## src/rtl/psum_drain.sv

```systemverilog
// psum_drain: drains packed partial sums from the bottom of a fusion-unit
// column. Each beat is split into 1, 2 or 4 lanes according to the weight
// precision. Each lane is sign- or zero-extended and summed over acc_len beats.
// Finished results are queued in a small FIFO and leave on a valid/ready
// stream.
//
// Ports:
//   clk, rst_n                clock, asynchronous active-low reset
//   start                     run start pulse (sampled in IDLE only)
//   weight_width, signed_mode precision code and extension mode, sampled at start
//   acc_len, num_groups       beats per result / results per run, sampled at start
//   psum_valid/psum_ready     packed partial-sum input handshake
//   psum_in                   packed partial sum, 4*COL_WIDTH bits
//   out_valid/out_ready       result stream handshake
//   out_data                  lane k at [k*ACC_WIDTH +: ACC_WIDTH]
//   out_lanes                 0 = 1 lane, 1 = 2 lanes, 2 = 4 lanes
//   busy                      run in progress or results still buffered
//   cfg_err                   sticky illegal-configuration flag
module psum_drain #(
  parameter int COL_WIDTH  = 13,
  parameter int ACC_WIDTH  = 64,
  parameter int FIFO_DEPTH = 4
) (
  input  logic                     clk,
  input  logic                     rst_n,
  input  logic                     start,
  input  logic [3:0]               weight_width,
  input  logic                     signed_mode,
  input  logic [7:0]               acc_len,
  input  logic [7:0]               num_groups,
  input  logic                     psum_valid,
  output logic                     psum_ready,
  input  logic [4*COL_WIDTH-1:0]   psum_in,
  output logic                     out_valid,
  input  logic                     out_ready,
  output logic [4*ACC_WIDTH-1:0]   out_data,
  output logic [1:0]               out_lanes,
  output logic                     busy,
  output logic                     cfg_err
);
  localparam int PW = 4 * COL_WIDTH;
  localparam int AW = $clog2(FIFO_DEPTH);

  typedef enum logic [1:0] {S_IDLE, S_ACCUM, S_FLUSH} state_t;

  state_t                       state_q, state_d;
  logic [1:0]                   mode_q, mode_d;
  logic                         sgn_q, sgn_d;
  logic [7:0]                   len_q, len_d, ngrp_q, ngrp_d;
  logic [7:0]                   beat_q, beat_d, grp_q, grp_d;
  logic [3:0][ACC_WIDTH-1:0]    acc_q, acc_d;
  logic                         cfg_err_q, cfg_err_d;
  logic [AW-1:0]                wr_q, wr_d, rd_q, rd_d;
  logic [AW:0]                  cnt_q, cnt_d;
  logic [4*ACC_WIDTH-1:0]       mem_data [FIFO_DEPTH];
  logic [1:0]                   mem_lanes [FIFO_DEPTH];

  logic                         cfg_legal;
  logic [1:0]                   cfg_mode;
  logic                         full, accept, last_beat, push, pop;
  logic [3:0][ACC_WIDTH-1:0]    lanes, sum;

  // Extend a lane occupying raw[w-1:0] (upper raw bits already zero).
  function automatic logic [ACC_WIDTH-1:0] extend(input logic [PW-1:0] raw,
                                                  input int w, input logic msb);
    logic [ACC_WIDTH-1:0] r;
    r = ACC_WIDTH'(raw);
    for (int i = 0; i < ACC_WIDTH; i++)
      if (i >= w) r[i] = msb;
    return r;
  endfunction

  function automatic logic [3:0][ACC_WIDTH-1:0] unpack(input logic [PW-1:0] p,
                                                       input logic [1:0] mode,
                                                       input logic sgn);
    logic [3:0][ACC_WIDTH-1:0] l;
    l = '0;
    case (mode)
      2'd0: l[0] = extend(p, PW, sgn & p[PW-1]);
      2'd1: begin
        l[0] = extend({{(PW/2){1'b0}}, p[PW/2-1:0]}, PW/2, sgn & p[PW/2-1]);
        l[1] = extend({{(PW/2){1'b0}}, p[PW-1:PW/2]}, PW/2, sgn & p[PW-1]);
      end
      default: begin
        for (int k = 0; k < 4; k++)
          l[k] = extend({{(PW-COL_WIDTH){1'b0}}, p[k*COL_WIDTH +: COL_WIDTH]},
                        COL_WIDTH, sgn & p[k*COL_WIDTH+COL_WIDTH-1]);
      end
    endcase
    return l;
  endfunction

  // Configuration decode; mode doubles as the out_lanes code.
  always_comb begin
    cfg_mode  = 2'd2;
    cfg_legal = 1'b1;
    if (weight_width == 4'b1000)      cfg_mode = 2'd0;
    else if (weight_width == 4'b0100) cfg_mode = 2'd1;
    else if (weight_width[3:2] != 2'b00) cfg_legal = 1'b0;
    if (acc_len == 8'd0 || num_groups == 8'd0) cfg_legal = 1'b0;
  end

  // Full is taken from the registered count, so a pop on a full FIFO
  // cannot make room for a push in the same cycle.
  assign full      = (cnt_q == (AW+1)'(FIFO_DEPTH));
  assign accept    = psum_valid && psum_ready;
  assign last_beat = (beat_q == len_q - 8'd1);
  assign push      = accept && last_beat;
  assign pop       = out_valid && out_ready;
  assign lanes     = unpack(psum_in, mode_q, sgn_q);

  always_comb begin
    for (int k = 0; k < 4; k++) sum[k] = acc_q[k] + lanes[k];
  end

  // FSM state register
  always_ff @(posedge clk or negedge rst_n) begin
    if (!rst_n) state_q <= S_IDLE;
    else        state_q <= state_d;
  end

  // FSM next state
  always_comb begin
    state_d = state_q;
    case (state_q)
      S_IDLE:  if (start && cfg_legal) state_d = S_ACCUM;
      S_ACCUM: if (push && grp_q == ngrp_q - 8'd1) state_d = S_FLUSH;
      S_FLUSH: if (cnt_q == '0) state_d = S_IDLE;
      default: state_d = S_IDLE;
    endcase
  end

  // FSM outputs
  always_comb begin
    psum_ready = (state_q == S_ACCUM) && !full;
    out_valid  = (cnt_q != '0);
    busy       = (state_q != S_IDLE) || (cnt_q != '0);
    cfg_err    = cfg_err_q;
    out_data   = out_valid ? mem_data[rd_q] : '0;
    out_lanes  = out_valid ? mem_lanes[rd_q] : 2'd0;
  end

  // Datapath / counter next state
  always_comb begin
    mode_d    = mode_q;
    sgn_d     = sgn_q;
    len_d     = len_q;
    ngrp_d    = ngrp_q;
    beat_d    = beat_q;
    grp_d     = grp_q;
    acc_d     = acc_q;
    cfg_err_d = cfg_err_q;
    if (state_q == S_IDLE && start) begin
      if (cfg_legal) begin
        mode_d    = cfg_mode;
        sgn_d     = signed_mode;
        len_d     = acc_len;
        ngrp_d    = num_groups;
        beat_d    = 8'd0;
        grp_d     = 8'd0;
        acc_d     = '0;
        cfg_err_d = 1'b0;
      end else begin
        cfg_err_d = 1'b1;
      end
    end
    if (accept) begin
      if (last_beat) begin
        acc_d  = '0;
        beat_d = 8'd0;
        grp_d  = grp_q + 8'd1;
      end else begin
        acc_d  = sum;
        beat_d = beat_q + 8'd1;
      end
    end
    wr_d  = wr_q + AW'(push);
    rd_d  = rd_q + AW'(pop);
    cnt_d = cnt_q + (AW+1)'(push) - (AW+1)'(pop);
  end

  always_ff @(posedge clk or negedge rst_n) begin
    if (!rst_n) begin
      mode_q    <= 2'd0;
      sgn_q     <= 1'b0;
      len_q     <= 8'd0;
      ngrp_q    <= 8'd0;
      beat_q    <= 8'd0;
      grp_q     <= 8'd0;
      acc_q     <= '0;
      cfg_err_q <= 1'b0;
      wr_q      <= '0;
      rd_q      <= '0;
      cnt_q     <= '0;
    end else begin
      mode_q    <= mode_d;
      sgn_q     <= sgn_d;
      len_q     <= len_d;
      ngrp_q    <= ngrp_d;
      beat_q    <= beat_d;
      grp_q     <= grp_d;
      acc_q     <= acc_d;
      cfg_err_q <= cfg_err_d;
      wr_q      <= wr_d;
      rd_q      <= rd_d;
      cnt_q     <= cnt_d;
    end
  end

  // Result storage; unused lanes hold zero because their accumulators and
  // unpacked inputs stay zero for the whole run.
  always_ff @(posedge clk) begin
    if (push) begin
      mem_data[wr_q]  <= sum;
      mem_lanes[wr_q] <= mode_q;
    end
  end

endmodule

```

## config.mk

```make
export PLATFORM = sky130hd
export DESIGN_NAME = psum_drain
export DESIGN_NICKNAME = d
export VERILOG_FILES = /design/src/rtl/psum_drain.sv
export SDC_FILE = /design/constraint.sdc
export NUM_CORES = 2
export LEC_CHECK = 0
export ABC_AREA = 1
export ABC_CLOCK_PERIOD_IN_PS = 22700
export BUFFER_PORTS_ARGS = -buffer_cell sky130_fd_sc_hd__buf_2
export CAP_MARGIN = 30
export CORE_AREA = 5 5 409 411
export DETAILED_ROUTE_END_ITERATION = 10
export DIE_AREA = 0 0 414 416
export GPL_TIMING_DRIVEN = 0
export SLEW_MARGIN = 10
export SYNTH_ARGS = -nofsm -noshare
export SYNTH_HDL_FRONTEND = slang
export SYNTH_SLANG_ARGS = --single-unit
```

## constraint.sdc

```tcl
create_clock -name clk -period 22.7 [get_ports clk]
set_input_delay 1.135 -clock clk [delete_from_list [all_inputs] [get_ports clk]]
set_output_delay 1.135 -clock clk [all_outputs]
set_load 0.02 [all_outputs]
```

==> impl_results.md <==
- Status: finished clean
- Setup Buffers After CTS: 0
- Clk_skew: 0.04933 ns
- CP Cell Sequence: inv_1 -> ha_1 -> nand2_1 -> nor3_1 -> xor2_1 -> nand3_1 -> nor3_1 -> nand2_1 -> nor2_1 -> inv_1 -> nor3_2 -> buf_4 -> buf_4 -> buf_4 -> buf_4 -> buf_4 -> buf_6 -> buf_4 -> buf_4 -> buf_6 -> buf_6 -> buf_4 -> buf_4 -> buf_6
- Reg clk slew, reported paths: about 0.060 ns
- Clock power share: 17.4%
- Starting density of the core: 44.52%
- Die Y: 416 um
- Final nets: about 9600
- DR WL/cell: 24.54 um
- DIE WIDTH: between 400 and 500 um
- Final worst path period share: 27.74%
- Antenna-violating nets left: 0
- Drt first-iter violations: ~6500
- Syn_area_per_cell: 8.329 um2
- Ports: 340
- Grt total ovfl: 0
- Placed cell count: 11426
- Die footprint: 172200 um2
- Gate power share: 55.7%
- Psw: 0.006971 W
- Number of setup violations in the final report: 0
- Count of pins over their slew limit: 0
- Biggest cell delay along the critical path: 0.65 ns
- Fraction of registers with async set/reset: 22.58%
- Core ar.: 163700 um2
- Worst-Margin Slew: 1.094 ns
- Peak supply drop: 0.00009459 V
- TritonCTS sink count: 1333
- Root Buffer: clkbuf_16
- Cell Rows: 149
- Footprint of the multi-input gates: 29580 um2
- Yosys cell types: 49
- Post-Syn Nets: 8998
- Final std cells w/o fill: 11708
- DR top layer: met5
- Syn Inst Count: 8749
- FF+latch count, synth: 1333
- GPL Wtd Cong: between 1 and 1.5
- Vias per cell: 5.454
- Post-CTS sizing: 0
- Largest area contributor in the synthesized netlist: edfxtp_1
- Sequential-to-total area share from yosys stat: a little over half
- Routed via count: about 64000
- Largest net degree at the start of global routing: 93
- Top_reg_cell synth: edfxtp_1
- Slowest-stage cell, CP: nor3_2
- IO Port Bufs: 338
- Crit path DAT: a little under 7 ns
- Layout cells sized above 1: 9.295%
- CTS Buf Count: 149
- Internal cell power: 0.006796 W
- Clock period minus worst slack: approximately 6.3 ns
- Most frequent cell after synthesis: nand2_1
- Number of global-route vias before repair: 61675
- Synthesized area: 72870 um2
- GRT Total Usage: between 30% and 40%
- Commonest cells post-synth: nand2_1, nor2_1, edfxtp_1
- Clk buf depth: 3
- Bufs and invs on worst path: 15
- Leakage power: 36.09 nW
- Post-route DRC: 0
- CP max FO: 10
- Setup crit end kind: flip-flop
- Share of power burned in registers: 27.0%
- Setup crit start kind: flip-flop
- First-pass GRT wire length: roughly 420 mm
- Filler instances: approximately 16000
- Hold WC Path Type: primary input to async pin
- Cell mode on critical path: buf_4
- Worst EP required: around 23 ns
- EDFF count, synth: around 1000
- Synth top area cells: edfxtp_1, nand2_1, dfrtp_1
- Clk Latency, worst-skew pair: roughly 0.80 ns
- Yosys top cell area share: 42.53%
- Max_cap viols: 0
- M1 WL: 124.7 mm
- Total Routed Length: 287.3 mm
- Hold_buf cts: 0
- Pwr Density: 164.6 nW/um2
- Final hold violation count: 0
- Wire length on met2: 132.8 mm
- Initial antenna violation count: 9
- Setup Crit Path Kind: flip-flop to flip-flop
- Area Overhead vs Synth: 14.80%
- Slew headroom: 26.83%
- Setup TNS: 0 ns
- DP Wirelength: 227.8 mm
- Seq. cell area: 38520 um2
- H-tree Lvls: 4
- Fmax: 158.8 MHz
- Switching share of power: 50.63%
- Met3 wire len: 17.06 mm
- RSZ-0062 raised after global routing: no
- CTS tree: built
- Largest delay contributor family on the critical path: buffers and inverters
- Ys Warns: 0
- Pre-antenna DRT Iters: 6
## worst register-to-register path: cells and delay by family, from the launching register on
family,cells,cell delay (ns)
fa+ha+maj,1,0.20
buf+inv,15,3.21
flops,1,0.39
simple gates,7,2.03
xor+xnor,1,0.17
## cell type report
| type | instances | area share (%) |
|---|---|---|
| inverters | 904 | 4.056 |
| repair buffers | 488 | 3.745 |
| flip-flops and latches | 1333 | 46.05 |
| clock inverters | 73 | 0.8854 |
| plain buffers | 320 | 1.705 |
| well taps | 2189 | 3.274 |
| multi-input cells | 6192 | 35.36 |
| diodes | 8 | 0.02393 |
| clock buffers | 201 | 4.898 |
## power by group through the flow
stage | sequential (W) | clock, W | combinational [W]
floorplan | 0.00371 | 0 | 0.00444
global placement | 0.00378 | 0 | 0.00746
detailed placement | 0.00375 | 0 | 0.00757
CTS | 0.00371 | 0.00242 | 0.00760
global route | 0.00374 | 0.00252 | 0.00824
finish | 0.00371 | 0.00239 | 0.00766
## logic make-up (layout without fill, tap and decap cells)
| kind of cell | count (synthesis) | count (layout) | synth area share (%) |
|---|---|---|---|
| and+or+nand+nor | 4303 | 4303 | 23.95 |
| AOI/OAI and AO/OA | 1545 | 1545 | 11.47 |
| DFF | 1333 | 1333 | 52.86 |
| buffers and inverters | 1224 | 1986 | 6.592 |
| xor gates and xnor gates | 173 | 173 | 2.141 |
| adders and majority gates | 171 | 171 | 2.988 |
| other | 0 | 8 | 0 |
## placed cells by master, fill, tap and decap left out, types with 26 or more instances in the layout
master and n:
nand2_1 2009, dfrtp_1 301, nand3_1 335, inv_1 880, ha_1 166, o21bai_1 40, and2_1 109, nand3b_1 33
clkbuf_16 152, o21ai_0 770, buf_2 366, a41oi_1 81, edfxtp_1 1032, nand4_1 54, buf_1 35, buf_4 111
nor2_1 1614, a21oi_1 536, clkinv_2 27, nor2_2 26, xor2_1 145, buf_6 61, o22ai_1 45, nor3_1 61
clkbuf_1 248
## state kept, by name, summed over array words and instances, names as in the netlist, 3 cells and up
signal     count
acc_q        256
beat_q         8
cnt_q          3
grp_q          8
len_q          8
mem_data    1024
mem_lanes      8
ngrp_q         8
## final timing paths
path / cells past startpoint / slack (ns) / end / start
min reg2reg: 2 / 0.49 / acc_q[2]$_DFFE_PN0P_ / acc_q[2]$_DFFE_PN0P_
min: 1 / 0.36 / acc_q[152]$_DFFE_PN0P_ / rst_n
max: 24 / 16.40 / mem_data[3][104]$_DFFE_PP_ / len_q[0]$_DFFE_PN0P_
max in group asynchronous: 2 / 21.32 / cnt_q[1]$_DFF_PN0_ / rst_n
min in group clk: 2 / 0.49 / acc_q[2]$_DFFE_PN0P_ / acc_q[2]$_DFFE_PN0P_
max reg2reg: 24 / 16.40 / mem_data[3][104]$_DFFE_PP_ / len_q[0]$_DFFE_PN0P_
## layer usage
layer | vias to the layer above | GRT usage, %
met5 | - | 0
li1 | 30254 | -
met1 | 30887 | 44.35
met2 | 2297 | 52.89
met4 | 2 | 12.73
met3 | 420 | 4.008
## metrics by stage
step	setup slack [ns]	hold WS, ns	util (%)	power [W]	cell area [um2]
final	16.40	0.3627	51.11	0.01377	83650
after global routing	16.04	0.3779	51.10	0.01450	83640
after CTS	16.33	0.3522	51.09	0.01373	83630
after detailed placement	16.33	0.4701	48.14	0.01132	78800
after global placement	-13.68	0.4686	47.23	0.01125	77300
after floorplan	2.425	0.4529	-	0.008146	72870
No activity file was read; power rests on OpenSTA's default activity.
